`src/rtl/mem_arbiter_if.sv`:
```
// Signal bundle between the memory arbiter, its IF/LS requesters and the memory port.
// The slave modport is the arbiter's view; master is the requester/memory environment.
interface mem_arbiter_if #(
  parameter int unsigned ADDR_W = 32,
  parameter int unsigned DATA_W = 32,
  parameter int unsigned MASK_W = 8
);
  // Instruction-fetch requester
  logic              if_req_valid;
  logic              if_req_ready;
  logic [ADDR_W-1:0] if_addr;
  logic              if_resp_valid;
  logic [DATA_W-1:0] if_rdata;

  // Load/store requester
  logic              ls_req_valid;
  logic              ls_req_ready;
  logic              ls_wen;
  logic [ADDR_W-1:0] ls_addr;
  logic [DATA_W-1:0] ls_wdata;
  logic [MASK_W-1:0] ls_wmask;
  logic              ls_resp_valid;
  logic [DATA_W-1:0] ls_rdata;

  // Memory port
  logic              mem_req_valid;
  logic              mem_req_ready;
  logic              mem_wen;
  logic [ADDR_W-1:0] mem_addr;
  logic [DATA_W-1:0] mem_wdata;
  logic [MASK_W-1:0] mem_wmask;
  logic              mem_resp_valid;
  logic [DATA_W-1:0] mem_rdata;

  logic              busy;

  modport slave (
    input  if_req_valid, if_addr,
    input  ls_req_valid, ls_wen, ls_addr, ls_wdata, ls_wmask,
    input  mem_req_ready, mem_resp_valid, mem_rdata,
    output if_req_ready, if_resp_valid, if_rdata,
    output ls_req_ready, ls_resp_valid, ls_rdata,
    output mem_req_valid, mem_wen, mem_addr, mem_wdata, mem_wmask,
    output busy
  );

  modport master (
    output if_req_valid, if_addr,
    output ls_req_valid, ls_wen, ls_addr, ls_wdata, ls_wmask,
    output mem_req_ready, mem_resp_valid, mem_rdata,
    input  if_req_ready, if_resp_valid, if_rdata,
    input  ls_req_ready, ls_resp_valid, ls_rdata,
    input  mem_req_valid, mem_wen, mem_addr, mem_wdata, mem_wmask,
    input  busy
  );
endinterface

```
`src/rtl/mem_arbiter.sv`:
```
// Single-outstanding arbiter sharing the data-memory port between IF and LS requesters.
// Define MEM_ARB_RR_EN for round-robin arbitration; default is fixed LS-over-IF priority.
module mem_arbiter #(
  parameter int unsigned ADDR_W = 32,
  parameter int unsigned DATA_W = 32,
  parameter int unsigned MASK_W = 8
) (
  input logic           clk,
  input logic           rst,
  mem_arbiter_if.slave  bus
);

  typedef enum logic [1:0] {StIdle, StReq, StResp} state_e;

  state_e            state_q, state_d;
  logic              owner_ls_q, owner_ls_d;
  logic [ADDR_W-1:0] addr_q, addr_d;
  logic              wen_q, wen_d;
  logic [DATA_W-1:0] wdata_q, wdata_d;
  logic [MASK_W-1:0] mask_q, mask_d;
  logic [DATA_W-1:0] if_rdata_q, if_rdata_d;
  logic [DATA_W-1:0] ls_rdata_q, ls_rdata_d;

  logic grant_if, grant_ls;
  logic ls_prio;
  logic resp_fire;

`ifdef MEM_ARB_RR_EN
  // Pointer records who was granted last; on a tie the other requester wins.
  logic last_ls_q, last_ls_d;

  assign ls_prio = ~last_ls_q;

  always_comb begin
    last_ls_d = last_ls_q;
    if (grant_ls) begin
      last_ls_d = 1'b1;
    end else if (grant_if) begin
      last_ls_d = 1'b0;
    end
  end

  always_ff @(posedge clk) begin
    if (rst) begin
      last_ls_q <= 1'b1;
    end else begin
      last_ls_q <= last_ls_d;
    end
  end
`else
  assign ls_prio = 1'b1;
`endif

  // Grant is combinational in IDLE and suppressed while reset is held.
  always_comb begin
    grant_ls = 1'b0;
    grant_if = 1'b0;
    if (state_q == StIdle && !rst) begin
      grant_ls = bus.ls_req_valid && (ls_prio || !bus.if_req_valid);
      grant_if = bus.if_req_valid && !grant_ls;
    end
  end

  assign resp_fire = (state_q == StResp) && bus.mem_resp_valid && !rst;

  always_comb begin
    state_d    = state_q;
    owner_ls_d = owner_ls_q;
    addr_d     = addr_q;
    wen_d      = wen_q;
    wdata_d    = wdata_q;
    mask_d     = mask_q;
    if_rdata_d = if_rdata_q;
    ls_rdata_d = ls_rdata_q;

    unique case (state_q)
      StIdle: begin
        if (grant_ls) begin
          state_d    = StReq;
          owner_ls_d = 1'b1;
          addr_d     = bus.ls_addr;
          wen_d      = bus.ls_wen;
          wdata_d    = bus.ls_wdata;
          mask_d     = bus.ls_wen ? bus.ls_wmask : '0;
        end else if (grant_if) begin
          state_d    = StReq;
          owner_ls_d = 1'b0;
          addr_d     = bus.if_addr;
          wen_d      = 1'b0;
          wdata_d    = '0;
          mask_d     = '0;
        end
      end
      StReq: begin
        if (bus.mem_req_ready) begin
          state_d = StResp;
        end
      end
      StResp: begin
        if (bus.mem_resp_valid) begin
          state_d = StIdle;
          if (owner_ls_q) begin
            ls_rdata_d = bus.mem_rdata;
          end else begin
            if_rdata_d = bus.mem_rdata;
          end
        end
      end
      default: state_d = StIdle;
    endcase
  end

  always_ff @(posedge clk) begin
    if (rst) begin
      state_q    <= StIdle;
      owner_ls_q <= 1'b0;
      addr_q     <= '0;
      wen_q      <= 1'b0;
      wdata_q    <= '0;
      mask_q     <= '0;
      if_rdata_q <= '0;
      ls_rdata_q <= '0;
    end else begin
      state_q    <= state_d;
      owner_ls_q <= owner_ls_d;
      addr_q     <= addr_d;
      wen_q      <= wen_d;
      wdata_q    <= wdata_d;
      mask_q     <= mask_d;
      if_rdata_q <= if_rdata_d;
      ls_rdata_q <= ls_rdata_d;
    end
  end

  // Response data is forwarded combinationally in the response cycle, then held.
  always_comb begin
    bus.if_req_ready  = grant_if;
    bus.ls_req_ready  = grant_ls;
    bus.mem_req_valid = (state_q == StReq);
    bus.mem_wen       = (state_q == StReq) && wen_q;
    bus.mem_addr      = addr_q;
    bus.mem_wdata     = wdata_q;
    bus.mem_wmask     = mask_q;
    bus.if_resp_valid = resp_fire && !owner_ls_q;
    bus.ls_resp_valid = resp_fire && owner_ls_q;
    bus.if_rdata      = (resp_fire && !owner_ls_q) ? bus.mem_rdata : if_rdata_q;
    bus.ls_rdata      = (resp_fire && owner_ls_q) ? bus.mem_rdata : ls_rdata_q;
    bus.busy          = (state_q != StIdle);
  end

  a_grant_onehot: assert property (@(posedge clk) !(grant_if && grant_ls));

  a_req_stable: assert property (@(posedge clk) disable iff (rst)
    (state_q == StReq && !bus.mem_req_ready) |=> ($stable(addr_q) && $stable(mask_q)));

endmodule

```
`src/flat_wrapper.sv`:
```
// flat-port wrapper written by rule: the top's interface ports become plain ports
module mem_arbiter_flat 
#(
  parameter int unsigned ADDR_W = 32,
  parameter int unsigned DATA_W = 32,
  parameter int unsigned MASK_W = 8
)
  (clk, rst, bus_if_req_valid, bus_if_addr, bus_ls_req_valid, bus_ls_wen, bus_ls_addr, bus_ls_wdata, bus_ls_wmask, bus_mem_req_ready, bus_mem_resp_valid, bus_mem_rdata, bus_if_req_ready, bus_if_resp_valid, bus_if_rdata, bus_ls_req_ready, bus_ls_resp_valid, bus_ls_rdata, bus_mem_req_valid, bus_mem_wen, bus_mem_addr, bus_mem_wdata, bus_mem_wmask, bus_busy);
  mem_arbiter_if #(.ADDR_W(ADDR_W), .DATA_W(DATA_W), .MASK_W(MASK_W)) bus_i ();
  input logic clk;
  input logic rst;
  input wire logic [$bits(bus_i.if_req_valid)-1:0] bus_if_req_valid;
  input wire logic [$bits(bus_i.if_addr)-1:0] bus_if_addr;
  input wire logic [$bits(bus_i.ls_req_valid)-1:0] bus_ls_req_valid;
  input wire logic [$bits(bus_i.ls_wen)-1:0] bus_ls_wen;
  input wire logic [$bits(bus_i.ls_addr)-1:0] bus_ls_addr;
  input wire logic [$bits(bus_i.ls_wdata)-1:0] bus_ls_wdata;
  input wire logic [$bits(bus_i.ls_wmask)-1:0] bus_ls_wmask;
  input wire logic [$bits(bus_i.mem_req_ready)-1:0] bus_mem_req_ready;
  input wire logic [$bits(bus_i.mem_resp_valid)-1:0] bus_mem_resp_valid;
  input wire logic [$bits(bus_i.mem_rdata)-1:0] bus_mem_rdata;
  output wire logic [$bits(bus_i.if_req_ready)-1:0] bus_if_req_ready;
  output wire logic [$bits(bus_i.if_resp_valid)-1:0] bus_if_resp_valid;
  output wire logic [$bits(bus_i.if_rdata)-1:0] bus_if_rdata;
  output wire logic [$bits(bus_i.ls_req_ready)-1:0] bus_ls_req_ready;
  output wire logic [$bits(bus_i.ls_resp_valid)-1:0] bus_ls_resp_valid;
  output wire logic [$bits(bus_i.ls_rdata)-1:0] bus_ls_rdata;
  output wire logic [$bits(bus_i.mem_req_valid)-1:0] bus_mem_req_valid;
  output wire logic [$bits(bus_i.mem_wen)-1:0] bus_mem_wen;
  output wire logic [$bits(bus_i.mem_addr)-1:0] bus_mem_addr;
  output wire logic [$bits(bus_i.mem_wdata)-1:0] bus_mem_wdata;
  output wire logic [$bits(bus_i.mem_wmask)-1:0] bus_mem_wmask;
  output wire logic [$bits(bus_i.busy)-1:0] bus_busy;
  assign bus_i.if_req_valid = bus_if_req_valid;
  assign bus_i.if_addr = bus_if_addr;
  assign bus_i.ls_req_valid = bus_ls_req_valid;
  assign bus_i.ls_wen = bus_ls_wen;
  assign bus_i.ls_addr = bus_ls_addr;
  assign bus_i.ls_wdata = bus_ls_wdata;
  assign bus_i.ls_wmask = bus_ls_wmask;
  assign bus_i.mem_req_ready = bus_mem_req_ready;
  assign bus_i.mem_resp_valid = bus_mem_resp_valid;
  assign bus_i.mem_rdata = bus_mem_rdata;
  assign bus_if_req_ready = bus_i.if_req_ready;
  assign bus_if_resp_valid = bus_i.if_resp_valid;
  assign bus_if_rdata = bus_i.if_rdata;
  assign bus_ls_req_ready = bus_i.ls_req_ready;
  assign bus_ls_resp_valid = bus_i.ls_resp_valid;
  assign bus_ls_rdata = bus_i.ls_rdata;
  assign bus_mem_req_valid = bus_i.mem_req_valid;
  assign bus_mem_wen = bus_i.mem_wen;
  assign bus_mem_addr = bus_i.mem_addr;
  assign bus_mem_wdata = bus_i.mem_wdata;
  assign bus_mem_wmask = bus_i.mem_wmask;
  assign bus_busy = bus_i.busy;
  mem_arbiter #(.ADDR_W(ADDR_W), .DATA_W(DATA_W), .MASK_W(MASK_W)) u_core (.clk(clk), .rst(rst), .bus(bus_i));
endmodule
```
`config.mk`:
```
export PLATFORM = sky130hd
export DESIGN_NAME = mem_arbiter_flat
export DESIGN_NICKNAME = d
export VERILOG_FILES = /design/src/rtl/mem_arbiter_if.sv /design/src/rtl/mem_arbiter.sv /design/src/flat_wrapper.sv
export SDC_FILE = /design/constraint.sdc
export NUM_CORES = 1
export LEC_CHECK = 0
export ABC_AREA = 0
export BUFFER_PORTS_ARGS = -buffer_cell sky130_fd_sc_hd__clkbuf_2
export CAP_MARGIN = 0
export CORE_MARGIN = 2
export CORE_UTILIZATION = 38
export DETAILED_ROUTE_END_ITERATION = 12
export HOLD_SLACK_MARGIN = 0.03
export PLACE_DENSITY_LB_ADDON = 0.2
export RECOVER_POWER = 50
export SYNTH_ARGS = -nofsm -noshare
export SYNTH_HDL_FRONTEND = slang
export SYNTH_SLANG_ARGS = --single-unit
```
`constraint.sdc`:
```
create_clock -name clk -period 3.65 [get_ports clk]
set_clock_uncertainty 0.05 [all_clocks]
set_input_delay 0.1825 -clock clk [delete_from_list [all_inputs] [get_ports clk]]
set_output_delay 0.1825 -clock clk [all_outputs]
set_load 0.005 [all_outputs]
```
==> metrics.txt <==
n_diodes=0; placed wire-length estimate=10450 um; TritonCTS clock tree=done; Max VDD drop=0.0002899 V; Nets=997; Syn-to-layout area delta=56.80%; H-tree Lvls=4; post-CTS sizing=0; fill cell count=1179; Inst Count DP=908; Leak=4.088 nW; CP Capture Type=flip-flop; GP Congestion=0.8563; Post-synth EDFFs=0; grt met2 use=36.13%; outcome=complete, but fails checks; Layout Cells excl Fill=1051; leading cell types by count after synthesis=dfxtp_1, a22o_1, mux2_2; Hold Buf Count CTS=111; hold slack final=45.96 ps; Setup Buffers After CTS=0; met3 GRT Util=5.541%; height of the die=124.6 um; Worst Path Arrival=3100 ps; CTS Buf Count=17; top post-synthesis cells by area=dfxtp_1, a22o_1, mux2_2; grt ovf=0; f_max=356.4 MHz; Worst-Margin Slew=1723 ps; GRT met1 Usage=24.97%; vias in the first global route=5411; Mapped Nets=621; Cell Rows=44; clk_lat worst skew=410 ps; initial antenna violation count=0; Tot GR Track Use=21.15%; crit start category=flip-flop; WL/cell=15.76 um; die area=15510 sq um; Syn. warnings=0; top-count cell post-synth=dfxtp_1; Post-synth ARST share=0%; Tmin final=2806 ps; cell area power density=447.2 nW/um^2; total number of vias=5279; post-synthesis area per instance=11.55 sq um; post-route clock period utilization=76.88%; failing checks=max-capacitance violations, max-slew violations; sequential share of the synthesized area=50.75%; Rel. slew slack=-14.86%; clock tree buffer depth=2; Setup CP Type=reg2reg; Residual DRC=0; Final ANT Viol Nets=0; die outline width=124.6 um; clock tree sinks=140; Hold Path Class=in2reg; RSZ-0062 raised after global routing=false; WP data required=3950 ps; Mapped Area=5523 sq um; Final Hold Viols=0; Mapped Cells=478; Core ar.=14370 sq um; Seq cells post-synth=140; Synth Flop Type=dfxtp_1; Slew Limit Fails=42; I/O Buffers=285; largest net degree at the start of global routing=66; Initial DRT Pass Iterations=4; Worst Path Max Fanout=33; clock slew at reported path FFs=60 ps; CTS root buffer=clkbuf_16; DRT iter0 DRCs=216; share of post-route cells with drive strength above 1=39.68%; final wirelength=16560 um; final setup TNS=0 ps; initial core utilization=38.44%; post-synth top area share=50.75%; first-pass GRT wire length=26860 um; vias per inst=5.023; Setup violations, final=0; num ports=286; area occupied by registers=2803 sq um; grt peak-use layer=met2; Synth area leader=dfxtp_1; area of the multi-input gates=2390 sq um; MaxCap Viol Count=1; post-synthesis cell type count=28
-- final timing paths --
kind / from / endpoint / slack, ps / cells past startpoint
min reg2reg: u_core.wen_q / u_core.wen_q / 410 / 1
max: u_core.state_q[1] / u_core.bus.mem_addr[9] / 840 / 4
min: bus_ls_addr[14] / u_core.bus.mem_addr[14] / 50 / 4
max reg2reg: u_core.state_q[1] / u_core.bus.mem_addr[9] / 840 / 4
-- cells by family (layout without fill, tap and decap cells) --
family / after synthesis / in the layout / synth area share [%]
mux: 64 / 64 / 13.05
flops: 140 / 140 / 50.75
simple gates: 20 / 20 / 2.537
buf+inv: 79 / 468 / 6.932
compound gates: 175 / 175 / 26.73
-- flip-flops by register name, summed over array words and instances, names as in the netlist --
signal / count
u_core.bus.mem_addr: 32
u_core.bus.mem_wdata: 32
u_core.bus.mem_wmask: 8
u_core.if_rdata_q: 32
u_core.ls_rdata_q: 32
u_core.owner_ls_q: 1
u_core.state_q: 2
u_core.wen_q: 1
-- routing by layer --
layer  vias to the layer above  part of all wire [%]
li1                       2550                     -
met1                      2452                    41
met2                       237                    49
met3                        40                   7.1
met4                         0                   3.2
met5                         -                     0
-- layout by cell type, fill, tap and decap left out, drive strengths merged, types with 6 or more instances in the layout --
| cell type | Yosys | routed |
|---|---|---|
| a22o | 104 | 104 |
| clkinv | 0 | 6 |
| nor2 | 6 | 6 |
| dlygate4sd3 | 0 | 111 |
| inv | 34 | 36 |
| a21oi | 34 | 34 |
| buf | 26 | 7 |
| dfxtp | 140 | 140 |
| mux2 | 64 | 64 |
| clkbuf | 19 | 304 |
| o221a | 32 | 32 |
-- worst max-delay path: stages (launching register included) --
cell           delay [ps]
dfxtp_1               650
or3b_1                220
or2_1                 920
o221a_1               320
dlygate4sd3_1         560
-- where the power goes --
part	internal, mW	leakage, nW	switching (mW)	total (mW)
Combinational	0.269	2.66	0.231	0.501
Clock	1.05	0.287	0.667	1.72
Sequential	1.61	1.14	0.0508	1.66
-- through the flow --
stage	setup WS, ps	cell area (sq um)	util, %	power, mW
floorplan	1898	5523	-	1.880
global placement	1379	7038	48.98	2.088
detailed placement	1312	7038	48.98	2.100
CTS	856.5	8743	60.85	3.922
global route	704.0	8660	60.27	4.038
finish	843.8	8660	60.27	3.872
-- area by class of cell --
class                   count  share of cell area [%]
flip-flops and latches    140                   32.37
repair buffers            402                   29.04
multi-input cells         259                   27.60
clock buffers              20                   5.274
well taps                 184                   2.659
clock inverters            12                   1.589
inverters                  34                   1.474
(Power assumes the default switching activity.)
